==> src/rtl/and4_sweep_ctrl.sv <==
`default_nettype none
// +--------------------------------------------------------------------------+
// | Module      : and4_sweep_ctrl                                            |
// | Description : Drives all 16 {a,b,c,d} input patterns into a four-input   |
// |               AND gate, holds each for HOLD_CYCLES clocks, samples the   |
// |               gate output on the last hold clock and reports mismatches. |
// | Revision    : 1.0 - initial release                                      |
// +--------------------------------------------------------------------------+
module and4_sweep_ctrl #(
    parameter int HOLD_CYCLES = 4,   // legal range 2..255
    parameter int ERR_W       = 5
) (
    input  logic             clk,
    input  logic             rst,
    input  logic             start,
    input  logic             abort,
    output logic             a,
    output logic             b,
    output logic             c,
    output logic             d,
    input  logic             e,
    output logic             busy,
    output logic             done,
    output logic             pass,
    output logic [ERR_W-1:0] err_cnt,
    output logic             first_err_vld,
    output logic [3:0]       first_err_pat
);

    localparam logic [1:0] c_IDLE   = 2'd0;
    localparam logic [1:0] c_DRIVE  = 2'd1;
    localparam logic [1:0] c_SAMPLE = 2'd2;
    localparam logic [1:0] c_DONE   = 2'd3;

    // DRIVE covers all hold clocks but the last; SAMPLE is the final one.
    localparam logic [7:0]       c_HOLD_LAST = 8'(HOLD_CYCLES - 2);
    localparam logic [ERR_W-1:0] c_ERR_MAX   = '1;
    localparam logic [ERR_W-1:0] c_ERR_ONE   = {{(ERR_W-1){1'b0}}, 1'b1};

    logic [1:0]       r_state;
    logic [3:0]       r_pattern;
    logic [7:0]       r_hold_cnt;
    logic [3:0]       r_abcd;
    logic             r_busy;
    logic             r_done;
    logic             r_pass;
    logic [ERR_W-1:0] r_err_cnt;
    logic             r_first_err_vld;
    logic [3:0]       r_first_err_pat;

    logic             w_expected;
    logic             w_mismatch;
    logic [ERR_W-1:0] w_err_next;

    // Only the all-ones pattern should make the AND gate output high.
    assign w_expected = (r_pattern == 4'hF);
    assign w_mismatch = (e != w_expected);
    assign w_err_next = (w_mismatch && (r_err_cnt != c_ERR_MAX)) ?
                        (r_err_cnt + c_ERR_ONE) : r_err_cnt;

    // Sweep sequencer: state, pattern stepping, error accounting and outputs.
    always_ff @(posedge clk or posedge rst) begin
        if (rst) begin
            r_state         <= c_IDLE;
            r_pattern       <= 4'd0;
            r_hold_cnt      <= 8'd0;
            r_abcd          <= 4'd0;
            r_busy          <= 1'b0;
            r_done          <= 1'b0;
            r_pass          <= 1'b0;
            r_err_cnt       <= '0;
            r_first_err_vld <= 1'b0;
            r_first_err_pat <= 4'd0;
        end else begin
            case (r_state)
                c_IDLE, c_DONE: begin
                    if (abort) begin
                        r_state <= c_IDLE;
                        r_done  <= 1'b0;
                        r_pass  <= 1'b0;
                    end else if (start) begin
                        r_state         <= c_DRIVE;
                        r_pattern       <= 4'd0;
                        r_hold_cnt      <= 8'd0;
                        r_abcd          <= 4'd0;
                        r_busy          <= 1'b1;
                        r_done          <= 1'b0;
                        r_pass          <= 1'b0;
                        r_err_cnt       <= '0;
                        r_first_err_vld <= 1'b0;
                        r_first_err_pat <= 4'd0;
                    end
                end
                c_DRIVE: begin
                    if (abort) begin
                        // Partial error results stay visible until next start.
                        r_state <= c_IDLE;
                        r_abcd  <= 4'd0;
                        r_busy  <= 1'b0;
                    end else begin
                        r_hold_cnt <= r_hold_cnt + 8'd1;
                        if (r_hold_cnt == c_HOLD_LAST) begin
                            r_state <= c_SAMPLE;
                        end
                    end
                end
                c_SAMPLE: begin
                    if (abort) begin
                        r_state <= c_IDLE;
                        r_abcd  <= 4'd0;
                        r_busy  <= 1'b0;
                    end else begin
                        r_err_cnt <= w_err_next;
                        if (w_mismatch && !r_first_err_vld) begin
                            r_first_err_vld <= 1'b1;
                            r_first_err_pat <= r_pattern;
                        end
                        if (r_pattern == 4'hF) begin
                            // Completion is keyed on 15, so the counter never wraps.
                            r_state <= c_DONE;
                            r_done  <= 1'b1;
                            r_pass  <= (w_err_next == '0);
                            r_abcd  <= 4'd0;
                            r_busy  <= 1'b0;
                        end else begin
                            r_state    <= c_DRIVE;
                            r_pattern  <= r_pattern + 4'd1;
                            r_abcd     <= r_pattern + 4'd1;
                            r_hold_cnt <= 8'd0;
                        end
                    end
                end
                default: begin
                    r_state <= c_IDLE;
                end
            endcase
        end
    end

    assign {a, b, c, d}  = r_abcd;
    assign busy          = r_busy;
    assign done          = r_done;
    assign pass          = r_pass;
    assign err_cnt       = r_err_cnt;
    assign first_err_vld = r_first_err_vld;
    assign first_err_pat = r_first_err_pat;

endmodule
`default_nettype wire
==> config.mk <==
export PLATFORM = sky130hd
export DESIGN_NAME = and4_sweep_ctrl
export DESIGN_NICKNAME = d
export VERILOG_FILES = /design/src/rtl/and4_sweep_ctrl.sv
export SDC_FILE = /design/constraint.sdc
export NUM_CORES = 1
export LEC_CHECK = 0
export CAP_MARGIN = 20
export CORE_MARGIN = 2
export CORE_UTILIZATION = 55
export CTS_CLUSTER_DIAMETER = 100
export DETAILED_ROUTE_END_ITERATION = 12
export PLACE_DENSITY = 0.85
export SLEW_MARGIN = 10
export SYNTH_ARGS = -nofsm -noshare
export SYNTH_HDL_FRONTEND = slang
export SYNTH_SLANG_ARGS = --single-unit
==> constraint.sdc <==
create_clock -name clk -period 2.85 [get_ports clk]
set_clock_uncertainty 0.2 [all_clocks]
set_input_delay 0.57 -clock clk [delete_from_list [all_inputs] [get_ports clk]]
set_output_delay 0.57 -clock clk [all_outputs]
set_load 0.01 [all_outputs]
* Word-level counts from Yosys, hierarchy flattened
Cells that the tools add are included.
Widths: inputs -> output; s select.
** Cells by class
- Reductions and logical operators :: 15
- Equal/unequal tests :: 18
- Mux-type cells :: 48
- Add/subtract/negate cells :: 3
** Operators with widths (number)
- $mux 8 :: 5
- $mux 4 :: 9
- $pmux 8 s3 :: 1
- $mux 5 :: 4
- $ne 2x2->1 const B :: 8
- $pmux 4 s2 :: 2
- $reduce_and 5->1 :: 3
- $mux 1 :: 14
- $mux 2 :: 6
- $pmux 4 s3 :: 1
- $reduce_and 4->1 :: 3
- $pmux 5 s2 :: 1
- $ne 3x3->1 const B :: 3
- $add 8x1->8 const B :: 1
- $eq 8x2->1 const B :: 1
- $pmux 1 s2 :: 3
- $pmux 2 s3 :: 1
- $add 5x1->5 const B :: 1
- $logic_not 5->1 :: 1
- $ne 5x5->1 const B :: 1
- $add 4x1->4 const B :: 1
- $eq 2x2->1 const B :: 2
- $eq 4x4->1 const B :: 1
- $pmux 1 s3 :: 1
- other kinds (9) :: 10
** Storage, ports and cells
- Bits in registers :: 31
- Word-level logic and storage cells :: 94
- Output and inout bits :: 17
- Input port bits :: 5

* Longest topological paths before layout
Gate-level depths: netlist of run 1.
- Depth after elaboration :: 8
- Depth in mapped cells :: 8
- Gate-level depth less buffers :: 7

* Least setup slack after synthesis of run 1
No wires, ideal clock.
- Path kind :: flip-flop to flip-flop
- From :: register r_err_cnt[0], in the netlist err_cnt[0]
- To :: register r_err_cnt[0], in the netlist err_cnt[0]
- Buffers on the path :: 0
- Data required time :: 2.525 ns
- Clock period less this slack :: 2.148 ns
- Cell stages (with the launch flop) :: 8
- Slack :: 0.702 ns
- Setup time :: 0.125 ns
- Arrival time :: 1.823 ns
- Path through :: dfrtp_1 -> ha_1 -> and3_1 -> ha_1 -> and2b_1 -> mux2i_2 -> a21o_2 -> mux2_2
** On the way
- Longest elaborated chain between the ends :: 5
- Elaborated cells between the ends (all ways) :: 6
- Those cells by class :: add/sub: 1; eq/ne: 1; mux: 3; reduce/logical: 1
** Ends and longest elaborated chain
- start, declared :: RTL line 47 : logic [ERR_W-1:0] r_err_cnt;
- start signal, assigned :: RTL line 113 : r_err_cnt <= w_err_next;
- branches (longest 2 deep; another with $add 5x1->5)
- $mux 5 (*) :: RTL line 58 : assign w_err_next = (w_mismatch && (r_err_cnt != c_ERR_MAX)) ?
- $mux 5 (*) :: RTL line 108 : if (abort) begin
- $pmux 5 s2 (*) :: RTL line 75 : case (r_state)
Mark *: on every way between the ends. The select of a mux whose other input is x is not followed.
A chain may end at the register's enable or synchronous reset.

* Worst setup path after layout of run 1
- From :: register r_state[0]
- To :: register r_first_err_pat[1], in the netlist first_err_pat[1]
** On the way
- Longest elaborated chain between the ends :: 4
- Elaborated cells between the ends (all ways) :: 11
- Those cells by class :: eq/ne: 6; mux: 1; reduce/logical: 4
** Ends and longest elaborated chain
- start, declared :: RTL line 40 : logic [1:0] r_state;
- start signal, assigned :: RTL line 64 : r_state <= c_IDLE;
- start signal, assigned :: RTL line 78 : r_state <= c_IDLE;
- start signal, assigned :: RTL line 82 : r_state <= c_DRIVE;
- $eq 2x2->1 / $logic_not 2->1 (equally long branches) :: RTL line 75
- $reduce_or 2->1 :: RTL line 75
- $ne 2x2->1 (no source line) / $reduce_bool 2->1 (equally long branches)
- $reduce_and 5->1 (no source line)
- end signal, assigned :: RTL line 116 : r_first_err_pat <= r_pattern;
- end, declared :: RTL line 49 : logic [3:0] r_first_err_pat;
Parallel ways exist; a longest one is shown, timed or not.

==> metrics, run 1 <==
Routed WL 3.60 mm; Worst setup EP type register; Hold Violations, Final 0; Vias 1421; post-synthesis sequential area ratio 44.0%; # setup viols final 0; Post-Syn Area 1760 um^2; CTS buffer count 5; drt drc 0; Power Dens Cells 494 nW/um^2; FFs w/ async S/R, synth 100%; FP Rows 20; Leak 0.889 nW; Max-cap violations 0; CTS H-tree lvls 2; Routed WL per cell 14.7 um; Remaining Overflow, GRT 0; status finished, final reports clean; core area 3050 um^2; IO Pins 22; maximum vdd drop 0.359 mV; Post-Synthesis Cells 179; Rel. slew slack 63.6%; largest net degree at the start of global routing 32; Initial DRC Count 71; root buffer cell clkbuf_4; syn_nets 191; Setup TNS 0 ps; Clock Latency Late Sink 330 ps; period utilisation layout 86.8%; post-CTS setup buffers 0; antenna violations before repair 0; WS Path Type register to register; post-cts gate resize count 0; Pre-Repair DR Iteration Count 4; fmax 404 MHz; critical-path cell list inv_1, ha_1, mux2i_1, or2_0, a2bb2oi_1, a22o_1; Slew @ Worst Pin 545 ps; DP Wirelength 2.66 mm; minimum clock period 2470 ps; via density per instance 5.80; Critical Path Fanout Max 8; # hold bufs at CTS 0; critical path launch point type register; Area growth syn-to-layout 16.0%; die height 60.6 um; Clk pin slew, worst setup/hold paths 90 ps; Buffers on Ports 21; Hold WC Path Type register to register; Ys Warns 0; #FFs+latches synth 31; Crit path arrival time 2540 ps; share of layout cells above drive strength 1 6.97%; total track usage 22.7%; count of buffer and inverter cells on the critical path 1; cell family with most CP delay compound AO/OA/AOI/OAI gates; Nets 213; die width 60.6 um; Yosys cell types 45; die area 3680 um^2; Worst path max stage delay 460 ps; unrepaired setup endpoints after global routing false; Initial Util 57.8%; post-route ant nets 0; Most used DFF post-synth dfrtp_1; WHS 281 ps; required time of the critical path 2920 ps; diode count 0; global-route wire length before repair 6.15 mm; CTS Sinks 31; CTS tree yes; RePlAce Congestion 0.848; vias in the first global route 1417; Max Slew Vio Count 0; clock tree buffer depth 2; EDFF count, synth 0; Slowest-stage cell, CP ha_1; syn_area_per_cell 9.86 um^2
-- cell type report --
cell class / count / area [um^2]
flip-flops and latches: 31 / 776
clock buffers: 6 / 51.3
multi-input cells: 132 / 907
well taps: 44 / 55.1
fillers: 251 / 1010
clock inverters: 1 / 5.00
inverters: 9 / 33.8
repair buffers: 22 / 218
-- placed cells by master (no fill, tap or decap), types with 3 or more instances in the layout --
master / count
dfrtp_1: 31
clkdlybuf4s50_1: 21
nand2_1: 19
o21ai_0: 12
inv_1: 9
nand3_1: 7
a21oi_1: 7
ha_1: 7
nand2b_1: 6
a22o_1: 6
mux2i_1: 5
nor3_1: 5
nor2_1: 5
o31ai_1: 5
clkbuf_4: 5
and2_1: 4
o41ai_1: 4
nor2b_1: 3
nor3b_1: 3
o22ai_1: 3
-- cell usage after synthesis, types with 4 or more instances --
cell type,instances,area (um^2)
a21oi_1,7,35.0
a22o_1,6,52.6
and2_1,4,25.0
dfrtp_1,31,776
ha_1,7,87.6
inv_1,9,33.8
mux2i_1,5,50.1
nand2_1,19,71.3
nand2b_1,6,37.5
nand3_1,7,35.0
nor2_1,5,18.8
nor3_1,5,25.0
o21ai_0,12,60.1
o31ai_1,5,37.5
o41ai_1,4,35.0
-- where the power goes --
part / leakage, nW / internal [W] / switching (W)
Combinational: 0.427 / 0.000108 / 0.000143
Clock: 0.0341 / 0.000114 / 0.000142
Sequential: 0.428 / 0.000471 / 0.0000314
-- per-layer routing --
layer,GRT usage [%],share of wire (%)
met2,39.6,51
met1,27.4,45
met4,6.52,0.86
met5,0,0
met3,6.40,2.9
-- cells by family after synthesis --
kind of cell    after synthesis  synth area share [%]
flops                        31                  44.0
simple gates                 62                  18.7
fa+ha+maj                     7                  4.96
buf+inv                      16                  4.61
compound gates               53                  22.0
mux                           7                  4.26
xor+xnor                      3                  1.49
-- state kept, by name, indices dropped and copies added (netlist names), 2 cells and up --
name / flops
r_hold_cnt: 8
first_err_pat: 4
r_abcd: 4
r_state: 2
err_cnt: 5
r_pattern: 4
-- final timing paths --
kind,cells past startpoint,startpoint,slack [ps],endpoint
min in group asynchronous,3,rst,410,r_abcd[3]$_DFFE_PP0P_
setup reg to reg,6,r_state[0]$_DFFE_PP0P_,380,first_err_pat[1]$_DFFE_PP0P_
hold reg to reg,2,r_abcd[3]$_DFFE_PP0P_,280,r_abcd[3]$_DFFE_PP0P_
max in group asynchronous,3,rst,1760,done$_DFFE_PP0P_
setup / recovery,6,r_state[0]$_DFFE_PP0P_,380,first_err_pat[1]$_DFFE_PP0P_
hold / removal,2,r_abcd[3]$_DFFE_PP0P_,280,r_abcd[3]$_DFFE_PP0P_
-- worst min-delay path: cells and delay by family (launching register included) --
family,cells,cell delay [ps]
and+or+nand+nor,1,50
AOI/OAI and AO/OA,1,50
DFF,1,350
-- through the flow --
stage | power (W) | std cells | util (%) | cell area [um^2] | setup slack [ps]
after floorplan | 0.000696 | 179 | - | 1760 | 702
after global placement | 0.000750 | 238 | 65.2 | 1990 | 303
after detailed placement | 0.000762 | 238 | 65.2 | 1990 | 209
after CTS | 0.00102 | 245 | 67.0 | 2050 | 394
after global routing | 0.00107 | 245 | 67.0 | 2050 | 97.5
final | 0.00101 | 245 | 67.0 | 2050 | 376
Power figures use the tool's default switching activity.
==> inputs of run 2 (changes only) <==
--- a/config.mk
+++ b/config.mk
@@ -10,6 +10,7 @@
 export CORE_UTILIZATION = 55
 export CTS_CLUSTER_DIAMETER = 100
 export DETAILED_ROUTE_END_ITERATION = 12
+export HOLD_SLACK_MARGIN = 0.1
 export PLACE_DENSITY = 0.85
 export SLEW_MARGIN = 10
 export SYNTH_ARGS = -nofsm -noshare
==> results of run 2 <==
Final layout, timing and power as in run 1 (identical DEF).
